`src/rtl/dac7621_wr_ctrl.sv`:
```
// Parallel write sequencer for the DAC7621: latches one 12-bit sample, then runs
// setup / chip-select strobe / hold / LOADDAC phases, all outputs straight from flops.
module dac7621_wr_ctrl #(
  parameter int unsigned SETUP_CYC  = 1,
  parameter int unsigned STROBE_CYC = 2,
  parameter int unsigned HOLD_CYC   = 1,
  parameter int unsigned LOAD_CYC   = 2
) (
  input  logic        sys_clk,
  input  logic        rst_n,
  input  logic        sample_valid,
  input  logic [11:0] sample_data,
  output logic        sample_ready,
  output logic [11:0] dac_data,
  output logic        dac_cs_n,
  output logic        dac_rw,
  output logic        dac_load_n,
  output logic        busy,
  output logic [15:0] drop_cnt
);

  if (SETUP_CYC < 1 || SETUP_CYC > 15) begin : gen_bad_setup
    $error("SETUP_CYC must be in 1..15");
  end
  if (STROBE_CYC < 1 || STROBE_CYC > 15) begin : gen_bad_strobe
    $error("STROBE_CYC must be in 1..15");
  end
  if (HOLD_CYC < 1 || HOLD_CYC > 15) begin : gen_bad_hold
    $error("HOLD_CYC must be in 1..15");
  end
  if (LOAD_CYC < 1 || LOAD_CYC > 15) begin : gen_bad_load
    $error("LOAD_CYC must be in 1..15");
  end

  // Counters are preloaded with N-1 so each phase lasts exactly N cycles.
  localparam logic [3:0] SetupLd  = 4'(SETUP_CYC - 1);
  localparam logic [3:0] StrobeLd = 4'(STROBE_CYC - 1);
  localparam logic [3:0] HoldLd   = 4'(HOLD_CYC - 1);
  localparam logic [3:0] LoadLd   = 4'(LOAD_CYC - 1);

  typedef enum logic [2:0] {
    StIdle,
    StSetup,
    StStrobe,
    StHold,
    StLoad
  } state_e;

  state_e     state_q;
  logic [3:0] cnt_q;

  always_ff @(posedge sys_clk or negedge rst_n) begin
    if (!rst_n) begin
      state_q      <= StIdle;
      cnt_q        <= 4'd0;
      dac_data     <= 12'h000;
      dac_cs_n     <= 1'b1;
      dac_rw       <= 1'b1;
      dac_load_n   <= 1'b1;
      sample_ready <= 1'b0;
      busy         <= 1'b0;
      drop_cnt     <= 16'h0000;
    end else begin
      if (sample_valid && !sample_ready && (drop_cnt != 16'hFFFF)) begin
        drop_cnt <= drop_cnt + 16'd1;
      end

      unique case (state_q)
        StIdle: begin
          // First edge out of reset lands here with ready low, so it only arms ready.
          sample_ready <= 1'b1;
          if (sample_valid && sample_ready) begin
            dac_data     <= sample_data;
            state_q      <= StSetup;
            cnt_q        <= SetupLd;
            sample_ready <= 1'b0;
            busy         <= 1'b1;
            dac_rw       <= 1'b0;
          end
        end
        StSetup: begin
          if (cnt_q == 4'd0) begin
            state_q  <= StStrobe;
            cnt_q    <= StrobeLd;
            dac_cs_n <= 1'b0;
          end else begin
            cnt_q <= cnt_q - 4'd1;
          end
        end
        StStrobe: begin
          if (cnt_q == 4'd0) begin
            state_q  <= StHold;
            cnt_q    <= HoldLd;
            dac_cs_n <= 1'b1;
          end else begin
            cnt_q <= cnt_q - 4'd1;
          end
        end
        StHold: begin
          if (cnt_q == 4'd0) begin
            state_q    <= StLoad;
            cnt_q      <= LoadLd;
            dac_load_n <= 1'b0;
            dac_rw     <= 1'b1;
          end else begin
            cnt_q <= cnt_q - 4'd1;
          end
        end
        StLoad: begin
          if (cnt_q == 4'd0) begin
            state_q      <= StIdle;
            dac_load_n   <= 1'b1;
            sample_ready <= 1'b1;
            busy         <= 1'b0;
          end else begin
            cnt_q <= cnt_q - 4'd1;
          end
        end
        default: begin
          state_q      <= StIdle;
          dac_cs_n     <= 1'b1;
          dac_load_n   <= 1'b1;
          dac_rw       <= 1'b1;
          sample_ready <= 1'b0;
          busy         <= 1'b0;
        end
      endcase
    end
  end

endmodule
```
`config.mk`:
```
export PLATFORM = sky130hd
export DESIGN_NAME = dac7621_wr_ctrl
export DESIGN_NICKNAME = d
export VERILOG_FILES = /design/src/rtl/dac7621_wr_ctrl.sv
export SDC_FILE = /design/constraint.sdc
export NUM_CORES = 1
export LEC_CHECK = 0
export ABC_AREA = 1
export BUFFER_PORTS_ARGS = -buffer_cell sky130_fd_sc_hd__buf_2
export CAP_MARGIN = 25
export CORE_UTILIZATION = 45
export CTS_CLUSTER_DIAMETER = 30
export DETAILED_ROUTE_END_ITERATION = 7
export GPL_TIMING_DRIVEN = 0
export HOLD_SLACK_MARGIN = 0.15
export PLACE_DENSITY = 0.68
export SYNTH_ARGS = -nofsm -noshare
export SYNTH_HDL_FRONTEND = slang
export SYNTH_SLANG_ARGS = --single-unit
export TNS_END_PERCENT = 10
```
`constraint.sdc`:
```
create_clock -name sys_clk -period 3.05 [get_ports sys_clk]
set_clock_uncertainty 0.05 [all_clocks]
set_input_delay 0.1525 -clock sys_clk [delete_from_list [all_inputs] [get_ports sys_clk]]
set_output_delay 0.1525 -clock sys_clk [all_outputs]
set_load 0.02 [all_outputs]
```
==> results_dict.tcl, run 1 <==
set metrics [dict create \
    status "finished, violations left" \
    failed_checks "DRC" \
    hpwl_microns 3330 \
    synth_compound_area_share_pct 5.68 \
    overflow 0 \
    num_antenna_cells 0 \
    num_rows 24 \
    final_nets 379 \
    fin_crit_ns 1.85 \
    top_layer_used "met4" \
    die_y_microns 71.3 \
    met1Wirelength_microns 2460 \
    critPathRequiredTime_ns 3.17 \
    synthesis.area_sq_um 2160 \
    crit_arrival_ns 1.97 \
    syn_inst 294 \
    start_util_pct 48.3 \
    synth_top_family_by_area "simple AND/OR/NAND/NOR gates" \
    grt_max_degree 41 \
    grtUsageTotal_pct 21.2 \
    clk_pin_slew_ns 0.08 \
    grt_pass1_vias 1870 \
    io_buffers 47 \
    power_density_nw_per_um2 861 \
    ir_drop_mv 0.492 \
    clkLatencyLatePin_ns 0.29 \
    criticalPathCategory "flip-flop to flip-flop" \
    vias 2031 \
    tns_ns 0 \
    fmax_ghz 0.541 \
    layout-drive-gt1-share_pct 19.9 \
    syn_area_per_cell_sq_um 7.35 \
    hold_violations 0 \
    cts_root_buffer "clkbuf_8" \
    ys_ff_latch 40 \
    ant_nets 0 \
    layout_commonest_cell "nand2_1" \
    clk_path_buf_depth 2 \
    yosys.area_share.simple_pct 36.2 \
    drv_slew 0 \
    fillers 402 \
    die_w_microns 71.3 \
    io_pins 48 \
    wirelength_microns 4870 \
    avgViaCountPerCell 4.91 \
    period_share_pct 60.6 \
    p_total_mw 2.32 \
    synth.distinct_cells 24 \
    yosysSeqAreaShare_pct 46.5 \
    path_max_fanout 10 \
    maxSlewHeadroom_pct 41.6 \
    seqCellArea_sq_um 1000 \
    drc_errors 3 \
    route.met2.wl_microns 2170 \
    synth_xor_area_share_pct 3.24 \
    cts_max_level 2 \
    ys.warnings.count 0 \
    routabilityCongestion 0.833 \
    tightestPinTransition_ns 0.876 \
    final_cell_mix "135 x nand2_1, 49 x buf_2, 37 x dfrtp_1" \
    cts_tree "built" \
    die-area_sq_um 5080 \
    wl_met3_microns 170 \
    coreArea_sq_um 4470 \
    hp-class "primary input to flip-flop" \
    setup_ws_ns 1.20 \
    p_leak_nw 1.47 \
    post_drt_wl_per_cell_microns 11.8 \
    syn2layout_area_growth_pct 24.9 \
    multiInputGateArea_sq_um 1010 \
    clock_sinks 40 \
    synth_nets 312 \
    antenna_found_initial 0 \
    drt_iter0_drc 102 \
    whs_ns 0.254 \
    dr.pass1.iters 6 \
    pre_cts_ws_ns 1.24 \
    synthMuxAreaShare_pct 0 \
    grt_setup_unrepaired "no" \
    grt_pass1_wl_microns 8480 \
    setup_viol 0 \
    synth_fa_ha_area_share_pct 1.74 \
    cap_violations 0 \
    fin_util_pct 60.3 \
    cp-end-kind "flip-flop" \
    cts_buffers 5 \
    cp-start-kind "flip-flop" \
]
## critical path, stage by stage (launching register included)
cell	delay (ns)
dfrtp_1	0.45
ha_1	0.28
nand3_2	0.14
inv_2	0.11
nand2_4	0.06
o21ai_4	0.30
inv_4	0.08
buf_6	0.15
nand2_1	0.05
nand2_1	0.06
## worst paths after layout
check / to / slack, ns / startpoint / cells after the start
worst max-delay path: drop_cnt[7]$_DFFE_PN0P_ / 1.20 / drop_cnt[0]$_DFFE_PN0P_ / 9
worst min-delay path: dac_data[8]$_DFFE_PN0P_ / 0.25 / sample_valid / 5
worst max register to register: drop_cnt[7]$_DFFE_PN0P_ / 1.20 / drop_cnt[0]$_DFFE_PN0P_ / 9
worst min register to register: dac_data[7]$_DFFE_PN0P_ / 0.42 / dac_data[7]$_DFFE_PN0P_ / 2
min in group asynchronous: dac_data[7]$_DFFE_PN0P_ / 0.47 / rst_n / 2
max in group asynchronous: drop_cnt[11]$_DFFE_PN0P_ / 1.93 / rst_n / 2
## logic make-up (layout without fill, tap and decap cells)
group,Yosys count,count (layout)
adder cells (fa/ha/maj),3,3
buffers and inverters,33,101
flip-flops,40,40
AO/OA/AOI/OAI,21,21
XOR/XNOR,8,8
AND/OR/NAND/NOR,189,189
## synth_stat cells
cell      instances  area share (%)
nand2_1         135              23
dfrtp_1          37              43
inv_1            26             4.5
nor2_1           26             4.5
o21ai_0          16             3.7
nand3_1          14             3.2
nand4_1           7             2.0
xnor2_1           6             2.4
dfstp_2           3             3.7
ha_1              3             1.7
a21oi_1           2            0.46
buf_2             2            0.46
buf_6             2             1.0
inv_2             2            0.35
nand2_2           2            0.58
nand3_2           2            0.93
xor2_1            2            0.81
a21oi_2           1            0.41
inv_4             1            0.29
nand2_4           1            0.52
nand3b_1          1            0.35
nor2_4            1            0.52
o211ai_1          1            0.35
o21ai_4           1            0.75
## routing by layer
layer / track usage [%] / up-vias
li1: - / 1057
met1: 30.6 / 924
met2: 32.9 / 44
met3: 3.38 / 6
met4: 6.67 / 0
met5: 0 / -
## cell type report
| class | instances | share of cell area [%] |
|---|---|---|
| plain buffers | 4 | 1.21 |
| multi-input cells | 221 | 37.5 |
| well taps | 52 | 2.41 |
| clock inverters | 2 | 1.30 |
| flip-flops and latches | 40 | 37.2 |
| repair buffers | 60 | 13.5 |
| clock buffers | 6 | 2.69 |
| inverters | 29 | 4.13 |
## timing repair
action | 4_1_cts | 5_1_grt
setup endpoints to repair | 0 | 0
hold endpoints to repair | 49 | 0
gates resized for setup | 0 | 0
setup buffers | 0 | 0
hold buffers | 13 | 0
## where the power goes
group	switching [mW]	internal, mW	total, mW
clock network	0.189	0.243	0.432
logic	0.688	0.357	1.05
registers	0.136	0.709	0.845
total	1.01	1.31	2.32
## stage by stage
step / std cells / instance area (sq um)
after floorplan: 294 / 2160
after global placement: 393 / 2460
after detailed placement: 393 / 2460
after CTS: 414 / 2700
after global routing: 414 / 2700
final: 414 / 2700
## registers in the layout (all words and copies together), names as in the netlist
register / flops
drop_cnt: 16
dac_rw: 1
dac_load_n: 1
dac_cs_n: 1
dac_data: 12
state_q: 3
cnt_q: 4
busy: 1
sample_ready: 1
Power figures use the tool's default switching activity.
==> inputs of run 2 (changes only) <==
--- a/config.mk
+++ b/config.mk
@@ -13,7 +13,7 @@
 export DETAILED_ROUTE_END_ITERATION = 7
 export GPL_TIMING_DRIVEN = 0
 export HOLD_SLACK_MARGIN = 0.15
-export PLACE_DENSITY = 0.68
+export PLACE_DENSITY = 0.71
 export SYNTH_ARGS = -nofsm -noshare
 export SYNTH_HDL_FRONTEND = slang
 export SYNTH_SLANG_ARGS = --single-unit
==> constraint.sdc (replaced) <==
create_clock -name sys_clk -period 1.49 [get_ports sys_clk]
set_clock_uncertainty 0.05 [all_clocks]
set_input_delay 0.0745 -clock sys_clk [delete_from_list [all_inputs] [get_ports sys_clk]]
set_output_delay 0.0745 -clock sys_clk [all_outputs]
set_load 0.02 [all_outputs]
==> run 2 against run 1 <==
The flow still finishes with violations (DRC). Global-route usage up 0.96 points. Worst hold slack better by 0.13 ns. Routed wire length up 13%. Non-clock buffer count up 32. Sequential power up 110%. Register-to-register slack worse by 1.2 ns. Clock-buffer cell count up 1. Highest routed layer unchanged.
==> results_dict.tcl, run 2 (same netlist as run 1, synthesis figures left out) <==
set metrics [dict create \
    cts_root_buffer "clkbuf_8" \
    cts_tree "built" \
    start_util_pct 48.3 \
    period_share_pct 98.5 \
    final_nets 411 \
    avgViaCountPerCell 4.97 \
    ant_nets 0 \
    fmax_ghz 0.681 \
    fillers 331 \
    cts_max_level 2 \
    grtUsageTotal_pct 22.1 \
    final_cell_mix "124 x nand2_1, 48 x buf_2, 31 x buf_4" \
    reg2reg_depth 9 \
    num_antenna_cells 0 \
    coreArea_sq_um 4470 \
    overflow 0 \
    p_total_mw 5.40 \
    cts_buffers 5 \
    ir_drop_mv 1.34 \
    p_leak_nw 1.64 \
    layout.cells.non_filler 446 \
    die_y_microns 71.3 \
    hpwl_microns 3310 \
    r2r_setup_slack_ns 0.02 \
    pre_cts_ws_ns -0.182 \
    timing.rr.start "drop_cnt[1]$_DFFE_PN0P_" \
    io_buffers 47 \
    clk_path_buf_depth 2 \
    dp_cells 393 \
    largestRegisters "drop_cnt: 16 flops, dac_data: 12 flops, cnt_q: 4 flops" \
    setup_viol 0 \
    hp-class "primary input to async pin" \
    drc_errors 2 \
    endpoint "drop_cnt[10]$_DFFE_PN0P_" \
    grt_max_degree 41 \
    hold_violations 0 \
    groute.layer.met1.usage_pct 31.2 \
    met3_usage_pct 4.92 \
    post_drt_wl_per_cell_microns 12.4 \
    routabilityCongestion 0.861 \
    dr.pass1.iters 6 \
    antenna_found_initial 0 \
    power_density_nw_per_um2 1740 \
    fin_area_sq_um 3100 \
    critPathRequiredTime_ns 1.62 \
    use_met2_pct 34.7 \
    path_max_fanout 5 \
    largest-register "drop_cnt" \
    failed_checks "DRC" \
    die-area_sq_um 5080 \
    die_w_microns 71.3 \
    grt_setup_unrepaired "yes" \
    r2r-end "drop_cnt[10]$_DFFE_PN0P_" \
    largest_register_ffs 16 \
    criticalPathCategory "flip-flop to flip-flop" \
    grt_pass1_wl_microns 8760 \
    syn2layout_area_growth_pct 43.3 \
    grt_pass1_vias 1886 \
    startpoint "drop_cnt[1]$_DFFE_PN0P_" \
    cap_violations 0 \
    drv_slew 0 \
    status "finished, violations left" \
    clk_pin_slew_ns 0.08 \
    setup_ws_ns 0.0219 \
    vias 2217 \
    grt.busiest_layer "met2" \
    fin_crit_ns 1.47 \
    dpl_cell_area_sq_um 2480 \
    layout-drive-gt1-share_pct 35.8 \
    cp-end-kind "flip-flop" \
    clkLatencyLatePin_ns 0.29 \
    fin_util_pct 69.2 \
    io_pins 48 \
    drt_iter0_drc 122 \
    crit_arrival_ns 1.60 \
    clock_sinks 40 \
    cp-start-kind "flip-flop" \
    num_rows 24 \
    maxSlewHeadroom_pct 41.8 \
    layout_commonest_cell "nand2_1" \
    wirelength_microns 5520 \
    tightestPinTransition_ns 0.873 \
]
run 2: worst min path at each step:
stage               slack [ns]                  endpoint  depth (start not counted)
finish                    0.38  drop_cnt[15]$_DFFE_PN0P_                          2
global route              0.45   dac_data[1]$_DFFE_PN0P_                          2
CTS                       0.42      cnt_q[2]$_DFFE_PN0P_                          2
detailed placement        0.21  drop_cnt[14]$_DFFE_PN0P_                          1
global placement          0.20      cnt_q[2]$_DFFE_PN0P_                          1
floorplan                -0.27          busy$_DFFE_PN0P_                          0
run 2: per-layer routing:
layer / up-vias / wire [microns]
met5: - / 0
met4: 0 / 42
met3: 4 / 360
met2: 91 / 2620
met1: 1010 / 2490
li1: 1112 / -
run 2: power breakdown:
part | switching (mW) | leakage [nW] | internal (mW)
Combinational | 1.65 | 1.08 | 1.04
Clock | 0.375 | 0.0645 | 0.591
Sequential | 0.280 | 0.499 | 1.47
run 2: what timing repair did:
action	CTS	global route
pin swaps	2	9
endpoints found under the setup margin	33	37
buffers inserted	11	19
gates cloned	1	0
hold endpoints to repair	49	0
hold buffers	14	0
resized for setup	12	39
run 2: final cells by class:
type	instances	area [sq um]	area share, %
well taps	52	65.1	2.10
repair buffers	92	612	19.8
multi-input cells	221	1120	36.2
inverters	29	116	3.76
clock buffers	7	96.3	3.11
plain buffers	4	35.0	1.13
clock inverters	1	30.0	0.970
flip-flops and latches	40	1020	32.9
run 2: stage by stage:
step,hold WS (ns),setup TNS [ns]
CTS,0.423,-0.257
floorplan,-0.271,-0.419
global route,0.448,-0.528
detailed placement,0.205,-3.07
global placement,0.205,-2.58
finish,0.382,0
run 2: critical path, cell delays in order, from the launching register on:
cell and delay (ns):
dfrtp_2 0.40, ha_4 0.15, nand3_4 0.09, inv_4 0.09, nand2_4 0.05, o21ai_4 0.21
inv_4 0.07, buf_6 0.14, nand2_2 0.06, nand2_2 0.04
